## config.mk

```make
export PLATFORM = sky130hd
export DESIGN_NAME = sprite_mem_scheduler
export DESIGN_NICKNAME = d
export VERILOG_FILES = /design/src/rtl/sprite_mem_scheduler.sv
export SDC_FILE = /design/constraint.sdc
export NUM_CORES = 1
export LEC_CHECK = 0
export CAP_MARGIN = 20
export CORE_MARGIN = 1
export CORE_UTILIZATION = 27
export CTS_BUF_LIST = sky130_fd_sc_hd__clkbuf_8
export DETAILED_ROUTE_END_ITERATION = 8
export PLACE_DENSITY = 0.58
export SLEW_MARGIN = 20
export SYNTH_ARGS = -nofsm -noshare
export SYNTH_HDL_FRONTEND = slang
export SYNTH_SLANG_ARGS = --single-unit
```

## constraint.sdc

```tcl
create_clock -name clk -period 2.3 [get_ports clk]
set_clock_uncertainty 0.15 [all_clocks]
set_input_delay 0.46 -clock clk [delete_from_list [all_inputs] [get_ports clk]]
set_output_delay 0.46 -clock clk [all_outputs]
set_load 0.02 [all_outputs]
```

## src/rtl/sprite_mem_scheduler.sv

```systemverilog
// Arbitrates the shared sprite row memory between the scan-line prefetcher and a host writer.
// Optional SPRITE_MIRROR_EN: captured rows are stored bit-reversed (horizontal mirror).
module sprite_mem_scheduler #(
    parameter int ROWS      = 64,
    parameter int AW        = 6,
    parameter int DW        = 64,
    parameter int SPRITE_Y0 = 210,
    parameter int RD_LAT    = 1
) (
    input  logic          clk,
    input  logic          rst,
    input  logic          line_start,
    input  logic [9:0]    cur_y,
    input  logic          host_valid,
    output logic          host_ready,
    input  logic [AW-1:0] host_addr,
    input  logic [DW-1:0] host_data,
    output logic [AW-1:0] mem_addr,
    output logic          mem_we,
    output logic [DW-1:0] mem_wdata,
    input  logic [DW-1:0] mem_rdata,
    output logic [DW-1:0] row_data,
    output logic          row_valid,
    output logic          fetch_miss
);

    typedef enum logic [1:0] {
        IDLE,
        RD_ISSUE,
        RD_WAIT,
        CAPTURE
    } state_t;

    localparam logic [1:0]  WAIT_INIT = 2'(RD_LAT - 1);
    localparam logic [9:0]  Y_LO      = 10'(SPRITE_Y0);
    localparam logic [10:0] Y_HI      = 11'(SPRITE_Y0 + ROWS);
    localparam logic [AW:0] ROWS_L    = (AW + 1)'(ROWS);

    state_t        state, state_nxt;
    logic          fetch_pend;
    logic [AW-1:0] fetch_row;
    logic [1:0]    wait_cnt;
    logic [DW-1:0] shadow;
    logic          shadow_valid;

    logic [9:0]    ny;
    logic          ny_in_range;
    logic [AW-1:0] ny_row;
    logic          abort;
    logic          host_addr_ok;

    function automatic logic [DW-1:0] capture_fmt(input logic [DW-1:0] d);
`ifdef SPRITE_MIRROR_EN
        logic [DW-1:0] r;
        for (int i = 0; i < DW; i++) begin
            r[i] = d[DW-1-i];
        end
        return r;
`else
        return d;
`endif
    endfunction

    // Next displayed line wraps from the last line of the frame back to line 1.
    assign ny           = (cur_y == 10'd524) ? 10'd1 : cur_y + 10'd1;
    assign ny_in_range  = (ny >= Y_LO) && ({1'b0, ny} < Y_HI);
    assign ny_row       = AW'(ny - Y_LO);
    assign abort        = line_start && ((state != IDLE) || fetch_pend);
    assign host_addr_ok = ({1'b0, host_addr} < ROWS_L);

    always_comb begin
        state_nxt  = state;
        mem_addr   = '0;
        mem_we     = 1'b0;
        mem_wdata  = '0;
        host_ready = rst && (state == IDLE) && !fetch_pend && !line_start;

        case (state)
            IDLE: begin
                if (fetch_pend) begin
                    state_nxt = RD_ISSUE;
                end else if (host_valid && host_ready && host_addr_ok) begin
                    mem_we    = 1'b1;
                    mem_addr  = host_addr;
                    mem_wdata = host_data;
                end
            end
            RD_ISSUE: begin
                mem_addr  = fetch_row;
                state_nxt = RD_WAIT;
            end
            RD_WAIT: begin
                mem_addr = fetch_row;
                if (wait_cnt == 2'd0) begin
                    state_nxt = CAPTURE;
                end
            end
            CAPTURE: begin
                mem_addr  = fetch_row;
                state_nxt = IDLE;
            end
            default: state_nxt = IDLE;
        endcase

        // A new line always restarts the sequencer; any read in flight is abandoned.
        if (line_start) begin
            state_nxt = IDLE;
        end
    end

    always_ff @(posedge clk or negedge rst) begin
        if (!rst) begin
            state        <= IDLE;
            fetch_pend   <= 1'b0;
            fetch_row    <= '0;
            wait_cnt     <= '0;
            shadow       <= '0;
            shadow_valid <= 1'b0;
            row_data     <= '0;
            row_valid    <= 1'b0;
            fetch_miss   <= 1'b0;
        end else begin
            state      <= state_nxt;
            fetch_miss <= abort;

            case (state)
                RD_ISSUE: begin
                    fetch_pend <= 1'b0;
                    wait_cnt   <= WAIT_INIT;
                end
                RD_WAIT: begin
                    if (wait_cnt != 2'd0) begin
                        wait_cnt <= wait_cnt - 2'd1;
                    end
                end
                CAPTURE: begin
                    if (!line_start) begin
                        shadow       <= capture_fmt(mem_rdata);
                        shadow_valid <= 1'b1;
                    end
                end
                default: ;
            endcase

            // Promotion and new request registration override the FSM updates above.
            if (line_start) begin
                row_data     <= shadow;
                row_valid    <= shadow_valid && !abort;
                shadow_valid <= 1'b0;
                fetch_pend   <= ny_in_range;
                if (ny_in_range) begin
                    fetch_row <= ny_row;
                end
            end
        end
    end

endmodule

```

# Word-level counts from Yosys, hierarchy flattened
# Index checks and enable logic that the tools add are counted.
[totals]
register_bits = 142
elab_cells = 65
[op_classes]
n_addsub = 3
n_lt_le_gt_ge = 2
eq_ne = 7
mux = 20
bitwise = 1
n_reduce_logical = 23
[ops]
columns = ["op", "count"]
rows = [
  ["64-bit 2-to-1 mux", 3],
  ["6-bit 2-to-1 mux", 2],
  ["6-bit one-hot mux with 2 select lines", 1],
  ["10-bit by 1-bit adder with 10-bit output (second input constant)", 1],
  ["10-bit == test (second input constant)", 1],
  ["10-bit by 8-bit greater-or-equal comparator with 1-bit output (second input constant)", 1],
  ["10-bit by 9-bit < comparator with 1-bit output (second input constant)", 1],
  ["10-bit 2-to-1 mux", 1],
  ["2-bit nonzero test", 5],
  ["2-bit 2-to-1 mux", 4],
  ["2-bit one-hot mux with 4 select lines", 1],
  ["2-bit AND reduction", 4],
  ["1-bit logical AND", 7],
  ["1-bit 2-to-1 mux", 7],
  ["3-bit inequality test (second input constant)", 2],
  ["6-bit by 5-bit subtractor with 6-bit output (second input constant)", 1],
  ["2-bit == test (second input constant)", 2],
  ["2-bit logical NOT", 2],
  ["2-bit one-hot mux with 2 select lines", 1],
  ["1-bit logical NOT", 3],
  ["3-bit OR reduction", 1],
  ["2-bit by 1-bit == test with 1-bit output (second input constant)", 1],
  ["2-bit inequality test (second input constant)", 1],
  ["2-bit by 1-bit subtractor with 2-bit output (second input constant)", 1],
  ["other kinds (2)", 2],
]

# Logic depth before layout (Yosys ltp)
# Gate-level depths: netlist of the first run.
[depth]
ltp_word = 8
depth_mapped = 12

# Worst setup path before layout of the first run
# Ideal clock, no wire load.
[synth_timing]
path_kind = "register to output"
start = "register state[0]"
end = "output mem_addr[0]"
arrival_time_ns = 1.858
slack_ns = -0.168
stages_incl_launch_ff = 9
n_path_buf = 1
cell_sequence = "dfrtp_1 -> inv_1 -> ha_1 -> nand2b_1 -> nor3b_1 -> and2_1 -> clkbuf_1 -> nand3_1 -> o21ai_0"
[synth_via]
elab_chain_len = 8
elab_cells_between_ends = 12
classes_between = "eq/ne (3); mux (3); reduce/logical (6)"
[synth_lines]
columns = ["element", "line_no", "text"]
rows = [
  ["start, declared", "39", "state_t state, state_nxt;"],
  ["start signal, assigned", "123", "state <= state_nxt;"],
  ["2-bit logical NOT", "76, 78", ""],
  ["1-bit logical AND (3 in a row)", "76", "host_ready = rst && (state == IDLE) && !fetch_pend && !line_start;"],
  ["1-bit logical AND", "82", "end else if (host_valid && host_ready && host_addr_ok) begin"],
  ["6-bit 2-to-1 mux", "82", ""],
  ["6-bit 2-to-1 mux", "80", "if (fetch_pend) begin"],
  ["6-bit one-hot mux with 2 select lines (*)", "78", "case (state)"],
  ["end, declared", "18", "output logic [AW-1:0] mem_addr,"],
]
# Every way passes the cells marked *; elsewhere a longest branch is shown, timed or not.

# Worst setup path in the final report of the first run
[layout_timing]
start = "register state[0]"
end = "output mem_wdata[61]"
[layout_via]
elab_chain_len = 8
[layout_lines]
columns = ["element", "line_no", "text"]
rows = [
  ["2-bit logical NOT (*)", "76, 78", ""],
  ["1-bit logical AND (3 in a row)", "76", ""],
  ["1-bit logical AND", "82", ""],
  ["64-bit 2-to-1 mux", "82", ""],
  ["64-bit 2-to-1 mux", "80", ""],
  ["64-bit 2-to-1 mux (*)", "78", ""],
  ["end, declared", "20", "output logic [DW-1:0] mem_wdata,"],
]
# Marked as above.

==> results by group, run 1 <==
Critical path
  – CP max FO: 25
  – Max stage delay on crit path: 0.40 ns
  – CP cell instances: inv_2 -> ha_4 -> nand2b_4 -> nor3b_4 -> buf_6 -> buf_12 -> and3_1 -> buf_6
  – Critical path startpoint category: register
  – Kind of critical path: register to output port
  – WP data arrival: 1.97 ns
  – Critical-path top delay cell: dfrtp_1
  – Critical Path RT: 1.69 ns
  – Most frequent CP cell: buf_6
  – CP Capture Type: output port

Yosys
  – Number of enable flip-flop cells after synthesis: 0
  – Cell taking the most area after synthesis: dfrtp_1
  – Cells after synthesis: 498
  – Syn_area_per_cell: 12.84 um^2
  – Adder-cell share of the synthesized area: 1.956%
  – Share of the synthesized area in the top cell type: 55.56%
  – Area of the mapped netlist: 6396 um^2
  – Top_reg_cell synth: dfrtp_1
  – Synth Area in Compound Gates: 3.384%
  – Xor and xnor area share after synthesis: 1.095%
  – Largest cells by area after synthesis: dfrtp_1, mux2_2, and3_1
  – Yosys warns: 0
  – Post-synthesis simple-gate area fraction: 11.03%
  – Mux share of post-synthesis cell area: 23.71%
  – Flops & latches, synth: 142
  – Sequential area share after synthesis: 55.56%
  – Ys async rst share: 100.0%
  – Netlist cell types: 41
  – Syn Nets: 656
  – Largest family of logic cells by synthesized area: multiplexers

Clock tree
  – Reg clk slew, reported paths: 0.10 ns
  – CTS tree: built
  – H-tree depth: 4
  – Later-pin clock latency in the skew report: 0.44 ns
  – Max Buffers Root-to-Sink: 2
  – Clock Sinks: 142
  – TritonCTS Buffers: 17
  – Root buffer cell: clkbuf_8

Routing
  – Post-DR wirelength/cell: 16.67 um
  – DR DRC count: 0
  – Antenna-violating nets left: 0
  – Drt first pass iters: 4
  – Total number of vias: 5189
  – 1st-iter DRT viols: 218
  – Final WL: 19230 um
  – Vias per cell: 4.500

Power
  – P_leak: 5.054 nW
  – Worst IR drop on VDD: 0.4935 mV
  – Ratio of total power to cell area: 1054 nW/um^2
  – Tot Pwr: 11.32 mW

Global routing
  – Antenna violations before repair: 0
  – Number of global-route vias before repair: 5558
  – GRT Util Overall: 15.65%
  – Largest net degree at the start of global routing: 74
  – Total grt overflow: 0
  – First-pass GRT wire length: 29510 um

Die
  – CORE AREA: 22920 um^2
  – I/O Pins: 286
  – Initial Util: 27.91%
  – # rows: 55
  – Die area: 24310 um^2
  – Die X: 155.9 um
  – Die Span Y: 155.9 um

STA
  – Hold Vio Cnt, Final: 0
  – Final WS setup: -0.2821 ns
  – Period utilization: 112.3%
  – Crit path time final: 2.582 ns
  – Final setup viols: 72
  – RSZ-0062 raised after global routing: yes
  – Final hold slack: 0.3462 ns
  – Fmax: 0.3873 GHz
  – Slew HR: 28.53%
  – Setup TNS: -17.46 ns
  – Slew Limit Fails: 0
  – Worst Tran Pin Value: 1.072 ns

Cells and area
  – Layout area overhead: 67.98%
  – Final net count: 985
  – Share of layout cells above drive strength 1: 41.43%
  – Post-route insts no fill: 1153
  – Antenna cells: 0
  – Most common cell after layout, fill and taps aside: clkdlybuf4s50_1
  – Most frequent cells in the layout: clkdlybuf4s50_1, dfrtp_1, mux2_2

Placed design
  – Input/output buffers: 285
  – RePlAce Congestion: 0.8147
  – HPWL after detailed placement: 13820 um
  – Placed Cells: 1102

Outcome
  – Failing checks: negative setup slack
  – Outcome: finished, violations left

Job
  – Max Cap Viol: 0

Worst hold path
  – Hold crit path type: register to register
==> cells in the mapped netlist (2+ instances only) <==
| library cell | instances |
|---|---|
| mux2_2 | 128 |
| and3_1 | 65 |
| nand3_1 | 11 |
| and2_1 | 4 |
| xnor2_1 | 6 |
| nand2_1 | 20 |
| nand3b_1 | 2 |
| a32oi_1 | 3 |
| dfrtp_1 | 142 |
| nand2b_1 | 2 |
| xor2_1 | 2 |
| nor2b_1 | 2 |
| a21oi_1 | 3 |
| nand4_1 | 2 |
| mux2_4 | 3 |
| nor3b_1 | 2 |
| clkbuf_1 | 29 |
| mux2i_1 | 3 |
| ha_1 | 10 |
| buf_6 | 2 |
| o21ai_0 | 15 |
| buf_2 | 2 |
| inv_1 | 15 |
| nor2_1 | 6 |
| o22ai_1 | 3 |
==> worst paths after layout <==
kind,start,depth (start not counted),endpoint,slack (ns)
min in group asynchronous,rst,3,row_data[38],0.53
worst min-delay path,shadow[38],1,row_data[38],0.35
worst max-delay path,state[0],8,mem_wdata[61],-0.28
max in group asynchronous,rst,4,row_data[34],0.51
worst min register to register,shadow[38],1,row_data[38],0.35
worst max register to register,state[0],6,shadow[60],0.39
==> metal layers <==
layer  vias to the layer above  global-route usage (%)  part of all wire, %
met2                       178                   29.63                   55
met3                        18                   3.972                  5.8
met1                      2572                   16.78                   38
li1                       2421                       -                    -
met5                         -                       0                    0
met4                         0                   5.089                  1.5
==> power breakdown <==
group          leakage, nW  total [mW]  switching, mW  internal (mW)
Sequential            1.88        4.30          0.608           3.70
Clock                0.200        2.03           1.12          0.915
Combinational         2.97        4.99           2.19           2.79
Total                 5.05        11.3           3.92           7.40
==> cell type report <==
class / instances / area (um^2)
clock buffers: 17 / 234.0
repair buffers: 345 / 3460
fillers: 2094 / 12170
multi-input cells: 306 / 2883
well taps: 313 / 391.6
inverters: 15 / 56.30
clock inverters: 15 / 166.4
flip-flops and latches: 142 / 3553
==> worst max-delay path: cells and delay by family, from the launching register on <==
family / cells / cell delay [ns]
flip-flops: 1 / 0.40
AND/OR/NAND/NOR: 3 / 0.48
adder cells (fa/ha/maj): 1 / 0.14
buffers and inverters: 4 / 0.52
==> logic make-up (layout without fill, tap and decap cells) <==
logic type,Yosys count,in the layout
fa+ha+maj,10,10
compound gates,31,31
mux,134,134
buf+inv,50,392
simple gates,123,123
xor+xnor,8,8
flops,142,142
==> stage by stage <==
stage          setup WS, ns  util, %  instance area, um^2
2_1_floorplan      0.005693        -                 6449
3_3_place_gp        -0.6675    43.18                 9896
3_5_place_dp        -0.7433    43.18                 9896
4_1_cts             -0.3633    45.88                10510
5_1_grt             -0.4169    46.89                10740
6_report            -0.2821    46.89                10740
==> registers in the layout, summed over array words and instances (netlist names) <==
register	count
row_valid	1
row_data	64
fetch_row	6
wait_cnt	2
shadow_valid	1
fetch_miss	1
state	2
shadow	64
fetch_pend	1
==> timing repair <==
action                                  4_1_cts  5_1_grt
setup buffers                                 6       12
pin swaps                                     6       24
resized for setup                           444       50
hold endpoints to repair                     40        0
endpoints found under the setup margin       79      128
cloned                                        1        0
hold buffers                                  1        0
(Power assumes the default switching activity.)
==> inputs of run 2 (changes only) <==
- SLEW_MARGIN: 20 -> 5
==> results of run 2 <==
Final layout, timing and power as in run 1 (identical DEF).
==> inputs of run 3 (changes only) <==
- CTS_CLUSTER_DIAMETER: unset -> 40
==> results of run 3 <==
Final layout, timing and power as in run 1 (identical DEF).
